### config.mk
export PLATFORM = sky130hd
export DESIGN_NAME = iob_cache_axi_read_arbiter
export DESIGN_NICKNAME = d
export VERILOG_FILES = /design/src/rtl/iob_cache_axi_read_arbiter_pkg.sv /design/src/rtl/iob_cache_rr_prio_enc.sv /design/src/rtl/iob_cache_axi_read_arbiter.sv
export SDC_FILE = /design/constraint.sdc
export NUM_CORES = 1
export LEC_CHECK = 0
export CORE_AREA = 2 2 93 95
export DETAILED_ROUTE_END_ITERATION = 7
export DIE_AREA = 0 0 95 97
export PLACE_DENSITY = 0.74
export SLEW_MARGIN = 30
export SYNTH_ARGS = -nofsm -noshare
export SYNTH_HDL_FRONTEND = slang
export SYNTH_SLANG_ARGS = --single-unit
export TNS_END_PERCENT = 100
### constraint.sdc
create_clock -name clk_i -period 1.6 [get_ports clk_i]
set_input_delay 0.32 -clock clk_i [delete_from_list [all_inputs] [get_ports clk_i]]
set_output_delay 0.32 -clock clk_i [all_outputs]
set_load 0.01 [all_outputs]
### src/rtl/iob_cache_axi_read_arbiter_pkg.sv
// Shared AXI read-arbiter definitions: fixed AR attributes, FSM encoding and
// the round-robin pointer advance rule.
package iob_cache_axi_read_arbiter_pkg;

  localparam logic [3:0] AXI_ARCACHE    = 4'b0011;
  localparam logic [1:0] AXI_BURST_INCR = 2'b01;

  typedef enum logic [1:0] {
    IDLE = 2'd0,
    ADDR = 2'd1,
    DATA = 2'd2
  } arb_state_t;

  // Pointer moves to the master just after the one that finished, wrapping to 0.
  function automatic int rr_next(input int grant, input int n);
    return (grant == n - 1) ? 0 : grant + 1;
  endfunction

endpackage

### src/rtl/iob_cache_rr_prio_enc.sv
// Cyclic priority encoder: picks the first asserted request at or after ptr,
// wrapping around. Purely combinational.
module iob_cache_rr_prio_enc #(
  parameter int N     = 2,
  parameter int SEL_W = $clog2(N)
) (
  input  logic [N-1:0]     req,
  input  logic [SEL_W-1:0] ptr,
  output logic             valid,
  output logic [SEL_W-1:0] idx
);

  localparam int OFF_W = SEL_W + 1;

  // Cyclic distance of each index from ptr; the smallest requesting distance wins.
  logic [OFF_W-1:0] offs [N];

  genvar gi;
  generate
    for (gi = 0; gi < N; gi++) begin : g_off
      assign offs[gi] = (ptr <= SEL_W'(gi)) ? (OFF_W'(gi) - OFF_W'(ptr))
                                            : (OFF_W'(gi + N) - OFF_W'(ptr));
    end
  endgenerate

  logic [OFF_W-1:0] best;

  always_comb begin
    valid = 1'b0;
    idx   = '0;
    best  = OFF_W'(N);
    for (int k = 0; k < N; k++) begin
      if (req[k] && (offs[k] < best)) begin
        best  = offs[k];
        idx   = SEL_W'(k);
        valid = 1'b1;
      end
    end
  end

endmodule

### src/rtl/iob_cache_axi_read_arbiter.sv
// Round-robin arbiter sharing one AXI4 read channel between several cache
// back ends; one outstanding burst, grant held from AR accept to last R beat.
module iob_cache_axi_read_arbiter
  import iob_cache_axi_read_arbiter_pkg::*;
#(
  parameter int N_MASTERS  = 2,
  parameter int AXI_ADDR_W = 32,
  parameter int AXI_DATA_W = 32,
  parameter int AXI_ID_W   = 1,
  parameter int AXI_LEN_W  = 8
) (
  input  logic                            clk_i,
  input  logic                            reset_i,
  input  logic [N_MASTERS-1:0]            m_arvalid_i,
  output logic [N_MASTERS-1:0]            m_arready_o,
  input  logic [N_MASTERS*AXI_ADDR_W-1:0] m_araddr_i,
  input  logic [N_MASTERS*AXI_ID_W-1:0]   m_arid_i,
  input  logic [N_MASTERS*AXI_LEN_W-1:0]  m_arlen_i,
  input  logic [N_MASTERS*3-1:0]          m_arsize_i,
  input  logic [N_MASTERS*2-1:0]          m_arburst_i,
  output logic [N_MASTERS-1:0]            m_rvalid_o,
  input  logic [N_MASTERS-1:0]            m_rready_i,
  output logic [AXI_DATA_W-1:0]           m_rdata_o,
  output logic [1:0]                      m_rresp_o,
  output logic                            m_rlast_o,
  output logic [AXI_ID_W-1:0]             m_rid_o,
  output logic [AXI_ADDR_W-1:0]           axi_araddr_o,
  output logic [AXI_ID_W-1:0]             axi_arid_o,
  output logic [AXI_LEN_W-1:0]            axi_arlen_o,
  output logic [2:0]                      axi_arsize_o,
  output logic [1:0]                      axi_arburst_o,
  output logic                            axi_arvalid_o,
  output logic [2:0]                      axi_arprot_o,
  output logic                            axi_arlock_o,
  output logic [3:0]                      axi_arcache_o,
  output logic [3:0]                      axi_arqos_o,
  input  logic                            axi_arready_i,
  input  logic                            axi_rvalid_i,
  input  logic [AXI_DATA_W-1:0]           axi_rdata_i,
  input  logic [1:0]                      axi_rresp_i,
  input  logic                            axi_rlast_i,
  input  logic [AXI_ID_W-1:0]             axi_rid_i,
  output logic                            axi_rready_o,
  output logic                            busy_o
);

  localparam int SEL_W = $clog2(N_MASTERS);

  arb_state_t       state_reg;
  logic [SEL_W-1:0] grant_reg;
  logic [SEL_W-1:0] rr_ptr_reg;
  logic             enc_valid;
  logic [SEL_W-1:0] enc_idx;

  iob_cache_rr_prio_enc #(
    .N     (N_MASTERS),
    .SEL_W (SEL_W)
  ) u_prio_enc (
    .req   (m_arvalid_i),
    .ptr   (rr_ptr_reg),
    .valid (enc_valid),
    .idx   (enc_idx)
  );

  logic [AXI_ADDR_W-1:0] araddr_arr  [N_MASTERS];
  logic [AXI_ID_W-1:0]   arid_arr    [N_MASTERS];
  logic [AXI_LEN_W-1:0]  arlen_arr   [N_MASTERS];
  logic [2:0]            arsize_arr  [N_MASTERS];
  logic [1:0]            arburst_arr [N_MASTERS];

  logic is_addr;
  logic is_data;
  logic r_last_hs;

  assign is_addr = (state_reg == ADDR);
  assign is_data = (state_reg == DATA);

  genvar gi;
  generate
    for (gi = 0; gi < N_MASTERS; gi++) begin : g_master
      assign araddr_arr[gi]  = m_araddr_i[gi*AXI_ADDR_W +: AXI_ADDR_W];
      assign arid_arr[gi]    = m_arid_i[gi*AXI_ID_W +: AXI_ID_W];
      assign arlen_arr[gi]   = m_arlen_i[gi*AXI_LEN_W +: AXI_LEN_W];
      assign arsize_arr[gi]  = m_arsize_i[gi*3 +: 3];
      assign arburst_arr[gi] = m_arburst_i[gi*2 +: 2];
      assign m_arready_o[gi] = is_addr && (grant_reg == SEL_W'(gi)) && axi_arready_i;
      assign m_rvalid_o[gi]  = is_data && (grant_reg == SEL_W'(gi)) && axi_rvalid_i;
    end
  endgenerate

  // AR fields follow the grant only; validity is qualified separately by state.
  assign axi_araddr_o  = araddr_arr[grant_reg];
  assign axi_arid_o    = arid_arr[grant_reg];
  assign axi_arlen_o   = arlen_arr[grant_reg];
  assign axi_arsize_o  = arsize_arr[grant_reg];
  assign axi_arburst_o = arburst_arr[grant_reg];
  assign axi_arvalid_o = is_addr && m_arvalid_i[grant_reg];
  assign axi_arprot_o  = 3'b000;
  assign axi_arlock_o  = 1'b0;
  assign axi_arcache_o = AXI_ARCACHE;
  assign axi_arqos_o   = 4'b0000;

  assign axi_rready_o = is_data && m_rready_i[grant_reg];
  assign m_rdata_o    = axi_rdata_i;
  assign m_rresp_o    = axi_rresp_i;
  assign m_rlast_o    = axi_rlast_i;
  assign m_rid_o      = axi_rid_i;
  assign busy_o       = (state_reg != IDLE);

  assign r_last_hs = is_data && axi_rvalid_i && m_rready_i[grant_reg] && axi_rlast_i;

  always_ff @(posedge clk_i or posedge reset_i) begin
    if (reset_i) begin
      state_reg  <= IDLE;
      grant_reg  <= '0;
      rr_ptr_reg <= '0;
    end else begin
      case (state_reg)
        IDLE: begin
          if (enc_valid) begin
            grant_reg <= enc_idx;
            state_reg <= ADDR;
          end
        end
        ADDR: begin
          // A withdrawn request forfeits the slot without moving the pointer.
          if (!m_arvalid_i[grant_reg]) begin
            state_reg <= IDLE;
          end else if (axi_arready_i) begin
            state_reg <= DATA;
          end
        end
        DATA: begin
          if (r_last_hs) begin
            state_reg  <= IDLE;
            rr_ptr_reg <= SEL_W'(rr_next(int'(grant_reg), N_MASTERS));
          end
        end
        default: state_reg <= IDLE;
      endcase
    end
  end

endmodule
==> run_results.csv, run 1 <==
group,metric,value,unit
power,powerDensity,1220,mW/mm^2
sta,finalMaxSlewViolations,0,
power,power_leakage,1.35,nW
route,wire_per_inst,15.8,um
clock_tree,tritoncts,"done",
placement,routabilityCongestion,0.719,
clock_tree,cts_inserted_buffers,3,
power,total_power,3.59,mW
clock_tree,clock-root-buffer,"clkbuf_8",
floorplan,rows,33,
run,maxCapViolCount,0,
synth,yosysTopAreaCell,"mux2_2",
floorplan,initial_core_util,14.7,%
finish,final_nets,402,
floorplan,die_y,97,um
critical_path,critPathMaxFanout,12,
clock_tree,cts.reportedPaths.clkPinSlew,0.03,ns
placement,port-buffer-count,154,
finish,drive_gt1_share,47.9,%
synth,synthMostInstantiatedCell,"buf_4",
worst_hold_path,hold_path.class,"primary input to asynchronous set/reset pin",
synth,syn_inst,132,
sta,fin_crit_sh,107,%
clock_tree,clockBufferDepth,2,
synth,yosysSeqAreaShare,8.39,%
route,drt-initial-drc-count,12,
global_routing,gr-usage-all-layers,11.6,%
route,viasPerCell,3.87,
clock_tree,clock_latency,0.22,ns
finish,fin_area,0.00294,sq mm
floorplan,fp.dieW,95,um
global_routing,grt_max_degree,13,
clock_tree,ctsHoldBuffers,0,
finish,fill_cells,825,
synth,synthArstFlopShare,100,%
route,drc_errors,0,
sta,fmax,583,MHz
floorplan,dieArea,0.00922,sq mm
run_status,violations,"negative setup slack",
synth,ys_ff_latch,4,
sta,setup_viol_count_final,46,
run_status,outcome,"finished with violations",
critical_path,setup.worst_path.start_class,"register",
sta,period_minus_slack,1.72,ns
finish,syn_to_final_growth,146,%
critical_path,crit_type,"register to primary output",
critical_path,worstPathRequired,1.28,ns
clock_tree,cts.sinks,4,
synth,synth-edff-count,0,
synth,netlist_top_cells_count,"buf_4 (52), mux2_2 (46), nor2_1 (5)",
finish,final_core_util,36.1,%
synth,syn_area,0.00119,sq mm
critical_path,crit_arrival,1.40,ns
critical_path,endpoint_kind,"primary output",
power,vdd_ir_drop_max,684,uV
route,vias,1436,
route,drt-total-wl,5870,um
clock_tree,ctsHtreeMaxLevel,1,
global_routing,grt_pass1_vias,1569,
sta,hold_viol_final,0,
route,dr.pass1.iters,3,
synth,syn_avg_cell_area,9.03,sq um
synth,synth_warnings,0,
synth,synth_ff_type,"dfrtp_1",
route,detail-route-antenna-nets,0,
global_routing,grt_pass1_wl,8270,um
synth,synth_top_area_share,43.4,%
placement,dp_worst_setup_slack,-0.326,ns
floorplan,fp.coreArea,0.00813,sq mm
sta,finalWorstSetupSlack,-0.117,ns
floorplan,io_pins,237,
placement,place_hpwl,4140,um
global_routing,overflow,0,
placement,place_area,0.00259,sq mm
sta,clock_skew,0.000108,ns
synth,synth.area.top_cells,"mux2_2 (43%), buf_4 (33%), dfrtp_1 (8.4%)",
synth,yosys.cell_types.count,20,
sta,grt_setup_unrepaired,"true",
finish,largest_register_ffs,2,
global_routing,antenna_found_initial,1,
## final cells by class
cell class / instances / area [sq um] / area share, %
Sequential cell: 4 / 101 / 3.45
Clock buffer: 4 / 45.0 / 1.53
Multi-Input combinational cell: 80 / 845 / 28.8
Antenna cell: 1 / 2.50 / 0.0852
Timing Repair Buffer: 173 / 1800 / 61.2
Tap cell: 105 / 131 / 4.47
Inverter: 4 / 15.0 / 0.511
## power breakdown
group | total (mW) | switching, mW | internal [mW] | leakage [nW]
Combinational | 3.15 | 1.17 | 1.98 | 1.28
Clock | 0.228 | 0.0576 | 0.171 | 0.0228
Sequential | 0.213 | 0.0590 | 0.154 | 0.0459
## path summary, 6_finish.rpt
check                      slack [ns]  startpoint  cells after the start        endpoint
max                             -0.12   grant_reg                      4  axi_arlen_o[7]
min                              0.29     reset_i                      2    state_reg[0]
max reg2reg                      0.15   grant_reg                      6      rr_ptr_reg
min reg2reg                      0.54  rr_ptr_reg                      2      rr_ptr_reg
max in group asynchronous        1.15     reset_i                      2       grant_reg
min in group clk_i               0.54  rr_ptr_reg                      2      rr_ptr_reg
## cell usage in the layout (no fill, tap or decap)
| cell type | Yosys | layout |
|---|---|---|
| nor2_2 | 0 | 1 |
| nor2_1 | 5 | 3 |
| and4b_1 | 1 | 1 |
| a31oi_1 | 1 | 1 |
| buf_2 | 1 | 8 |
| nor3b_2 | 0 | 1 |
| a21oi_1 | 1 | 1 |
| inv_1 | 4 | 4 |
| mux2_4 | 0 | 31 |
| clkdlybuf4s50_1 | 0 | 100 |
| o2bb2ai_1 | 2 | 2 |
| clkbuf_1 | 0 | 1 |
| mux2i_1 | 2 | 2 |
| dlygate4sd2_1 | 0 | 2 |
| dfrtp_1 | 4 | 3 |
| mux2_2 | 46 | 15 |
| mux2i_2 | 1 | 1 |
| buf_4 | 52 | 10 |
| buf_6 | 1 | 48 |
| diode_2 | 0 | 1 |
| dfrtp_2 | 0 | 1 |
| nand2_1 | 3 | 3 |
| buf_12 | 0 | 2 |
| nor3_2 | 1 | 1 |
| buf_16 | 0 | 3 |
| nand2b_1 | 1 | 1 |
| nor2_4 | 0 | 1 |
| clkbuf_8 | 0 | 3 |
| and3_4 | 0 | 1 |
| nor2b_1 | 2 | 2 |
| conb_1 | 2 | 12 |
## worst max-delay path: stages (launching register included)
cell     delay, ns
dfrtp_2       0.40
buf_4         0.14
buf_12        0.14
mux2_2        0.34
buf_2         0.14
## what timing repair did
item	4_1_cts	5_1_grt
buffers inserted	9	3
setup endpoints to repair	54	52
resized for setup	298	6
pin swaps	2	1
cloned	5	0
endpoints found under the hold margin	0	0
## logic make-up after synthesis
| kind of cell | synth area share (%) |
|---|---|
| buf+inv | 35.4 |
| mux | 46.3 |
| simple gates | 6.93 |
| compound gates | 2.41 |
| flops | 8.39 |
| other cells | 0.630 |
## per-layer routing
layer,GRT usage (%),vias up,wire length [um]
met5,0,-,0
met4,3.68,0,135
met3,3.58,9,713
met2,22.3,119,3010
met1,11.4,652,2010
li1,-,656,-
## through the flow
stage | setup TNS [ns] | instances | hold WS, ns
6_report | -3.65 | 371 | 0.288
5_1_grt | -5.50 | 371 | 0.342
4_1_cts | -5.24 | 372 | 0.302
3_5_place_dp | -10.28 | 356 | 0.534
3_3_place_gp | -9.96 | 356 | 0.519
2_1_floorplan | 0 | 142 | 0.0861
(Power assumes the default switching activity.)
==> run 2, diff against run 1 <==
--- a/config.mk
+++ b/config.mk
@@ -5,10 +5,11 @@
 export SDC_FILE = /design/constraint.sdc
 export NUM_CORES = 1
 export LEC_CHECK = 0
-export CORE_AREA = 2 2 93 95
+export ABC_AREA = 1
+export CORE_AREA = 2 2 92 94
 export DETAILED_ROUTE_END_ITERATION = 7
-export DIE_AREA = 0 0 95 97
-export PLACE_DENSITY = 0.74
+export DIE_AREA = 0 0 94 96
+export PLACE_DENSITY = 0.76
 export SLEW_MARGIN = 30
 export SYNTH_ARGS = -nofsm -noshare
 export SYNTH_HDL_FRONTEND = slang
==> run 2 against run 1 <==
Net effect: the run still ends with negative setup slack left; maximum frequency about the same; first-iteration DRC count increased to 3.1 times the previous value; hold slack improved by 0.019 ns; register-to-register slack improved by 0.07 ns; flip-flop and latch count unchanged; sequential share of layout area decreased by 0.29 points; power increased by 23%; highest routed layer unchanged.
==> run_results.csv, run 2 <==
group,metric,value,unit
synth,syn_area,0.00125,sq mm
route,dr.pass1.iters,4,
floorplan,dieArea,0.00902,sq mm
critical_path,crit_arrival,1.40,ns
sta,setup_viol_count_final,22,
synth,yosysSeqAreaShare,8.02,%
synth,synth_warnings,0,
clock_tree,clock-root-buffer,"clkbuf_8",
run_status,outcome,"finished with violations",
global_routing,grt_pass1_vias,1738,
global_routing,antenna_found_initial,1,
synth,netlist_top_cells_count,"nand2_1 (151), buf_4 (49), inv_1 (12)",
synth,synthMostInstantiatedCell,"nand2_1",
synth,syn_avg_cell_area,5.07,sq um
sta,finalWorstSetupSlack,-0.115,ns
synth,yosys.cell_types.count,17,
sta,whs,0.308,ns
floorplan,io_pins,237,
sta,finalMaxSlewViolations,0,
synth,synth_ff_type,"dfrtp_1",
critical_path,cp_slowest_cell,"dfrtp_2",
global_routing,gr-usage-all-layers,11.0,%
floorplan,initial_core_util,15.5,%
sta,grt_setup_unrepaired,"true",
critical_path,critPathLaunch,"grant_reg",
critical_path,critPathMaxFanout,5,
clock_tree,ctsHoldBuffers,0,
clock_tree,cts.reportedPaths.clkPinSlew,0.03,ns
floorplan,rows,33,
critical_path,max_stage_delay,0.42,ns
finish,largest_register_ffs,2,
global_routing,overflow,0,
critical_path,r2r_start,"grant_reg",
finish,fin_area,0.00321,sq mm
floorplan,fp.dieW,94,um
synth,synth.area.top_cells,"nand2_1 (45%), buf_4 (29%), dfrtp_1 (8.0%)",
sta,period_minus_slack,1.72,ns
synth,ys_ff_latch,4,
placement,port-buffer-count,154,
finish,final_core_util,39.8,%
route,drt-total-wl,6350,um
run_status,violations,"negative setup slack",
critical_path,crit_type,"register to primary output",
power,powerDensity,1370,mW/mm^2
route,detail-route-antenna-nets,0,
clock_tree,clock_latency,0.22,ns
floorplan,fp.coreArea,0.00805,sq mm
clock_tree,ctsHtreeMaxLevel,1,
clock_tree,cts_inserted_buffers,3,
sta,hold_viol_final,0,
finish,syn_to_final_growth,157,%
finish,layout_commonest_cell,"clkdlybuf4s50_1",
critical_path,crit_chain,"buf_6 -> buf_8 -> buf_12 -> buf_16 -> nand2_2 -> nand2_2 -> buf_6",
sta,fin_crit_sh,107,%
route,wire_per_inst,12.9,um
finish,final_cell_mix,"clkdlybuf4s50_1 (100), nand2_1 (96), nand2_2 (39)",
synth,synth-edff-count,0,
clock_tree,clockBufferDepth,2,
global_routing,grt_max_degree,21,
synth,synth_top_area_share,45.4,%
placement,place_hpwl,4610,um
placement,routabilityCongestion,0.748,
critical_path,critPathTopFamily,"buffers and inverters",
clock_tree,cts.sinks,4,
finish,drive_gt1_share,39.1,%
critical_path,cp_num_buf_inv,5,
critical_path,crit_cells,7,
power,total_power,4.41,mW
synth,yosysTopAreaCell,"nand2_1",
synth,syn_inst,246,
synth,synthArstFlopShare,100,%
route,drt-initial-drc-count,37,
sta,clock_skew,0.00112,ns
sta,fmax,583,MHz
route,vias,1933,
finish,final_nets,523,
power,power_leakage,1.65,nW
critical_path,setup.worst_path.start_class,"register",
worst_hold_path,hold_path.class,"primary input to asynchronous set/reset pin",
route,viasPerCell,3.93,
critical_path,worstPathRequired,1.28,ns
power,vdd_ir_drop_max,676,uV
route,drc_errors,0,
critical_path,endpoint_kind,"primary output",
placement,place_area,0.00268,sq mm
global_routing,grt_pass1_wl,8050,um
clock_tree,tritoncts,"done",
floorplan,die_y,96,um
critical_path,reg2regPathDepth,10,
run,maxCapViolCount,0,
## run 2: cell types whose count changed in the layout (fill, tap and decap cells not counted), sizes merged, moves of 2 or more
| cell | change |
|---|---|
| o21ai | +3 |
| nor2b | -2 |
| nor2 | +2 |
| nand2 | +148 |
| mux2 | -46 |
| inv | +8 |
| mux2i | -3 |
| clkbuf | +5 |
| o2bb2ai | -2 |
| buf | +7 |
## run 2: metrics by stage
step / TNS, ns / setup WS (ns) / instances
3_3_place_gp: -8.60 / -0.443 / 471
3_5_place_dp: -8.95 / -0.443 / 471
2_1_floorplan: 0 / 0.361 / 256
6_report: -1.17 / -0.115 / 492
4_1_cts: -1.25 / -0.129 / 486
5_1_grt: -2.65 / -0.144 / 491
## run 2: repair_timing
item                       CTS  global route
setup buffers                9             1
gates cloned                 3             5
setup endpoints to repair   54            35
resized for setup          238            93
pin swaps                   11            24
## run 2: kinds of logic after synthesis
| kind of cell | share of synthesized area (%) |
|---|---|
| AO/OA/AOI/OAI | 2.21 |
| other | 0.602 |
| AND/OR/NAND/NOR | 49.7 |
| buffers and inverters | 39.4 |
| flip-flops | 8.02 |
## run 2: area by class of cell
type	instances	area (sq um)
Antenna cell	1	2.50
Clock buffer	4	45.0
Fill cell	832	4840
Inverter	13	75.1
Multi-Input combinational cell	180	940
Sequential cell	4	101
Tap cell	105	131
Timing Repair Buffer	185	1910
## run 2: worst paths after layout
kind / endpoint / slack [ns]
worst max-delay path: axi_araddr_o[16] / -0.12
worst min-delay path: state_reg[0] / 0.31
worst max register to register: rr_ptr_reg / 0.22
worst min register to register: rr_ptr_reg / 0.48
max in group asynchronous: grant_reg / 1.11
min in group clk_i: rr_ptr_reg / 0.48
## run 2: layer usage
| layer | routed length, um | GRT usage (%) | part of all wire (%) | vias up |
|---|---|---|---|---|
| met3 | 530 | 2.43 | 8.3 | 12 |
| met2 | 3390 | 21.6 | 53 | 99 |
| met5 | 0 | 0 | 0 | - |
| li1 | - | - | - | 948 |
| met4 | 95 | 3.26 | 1.5 | 0 |
| met1 | 2340 | 11.7 | 37 | 874 |
## run 2: power breakdown
group	leakage, nW	switching, mW	internal (mW)
registers	0.0490	0.0394	0.151
logic	1.58	1.82	2.17
clock network	0.0228	0.0528	0.170
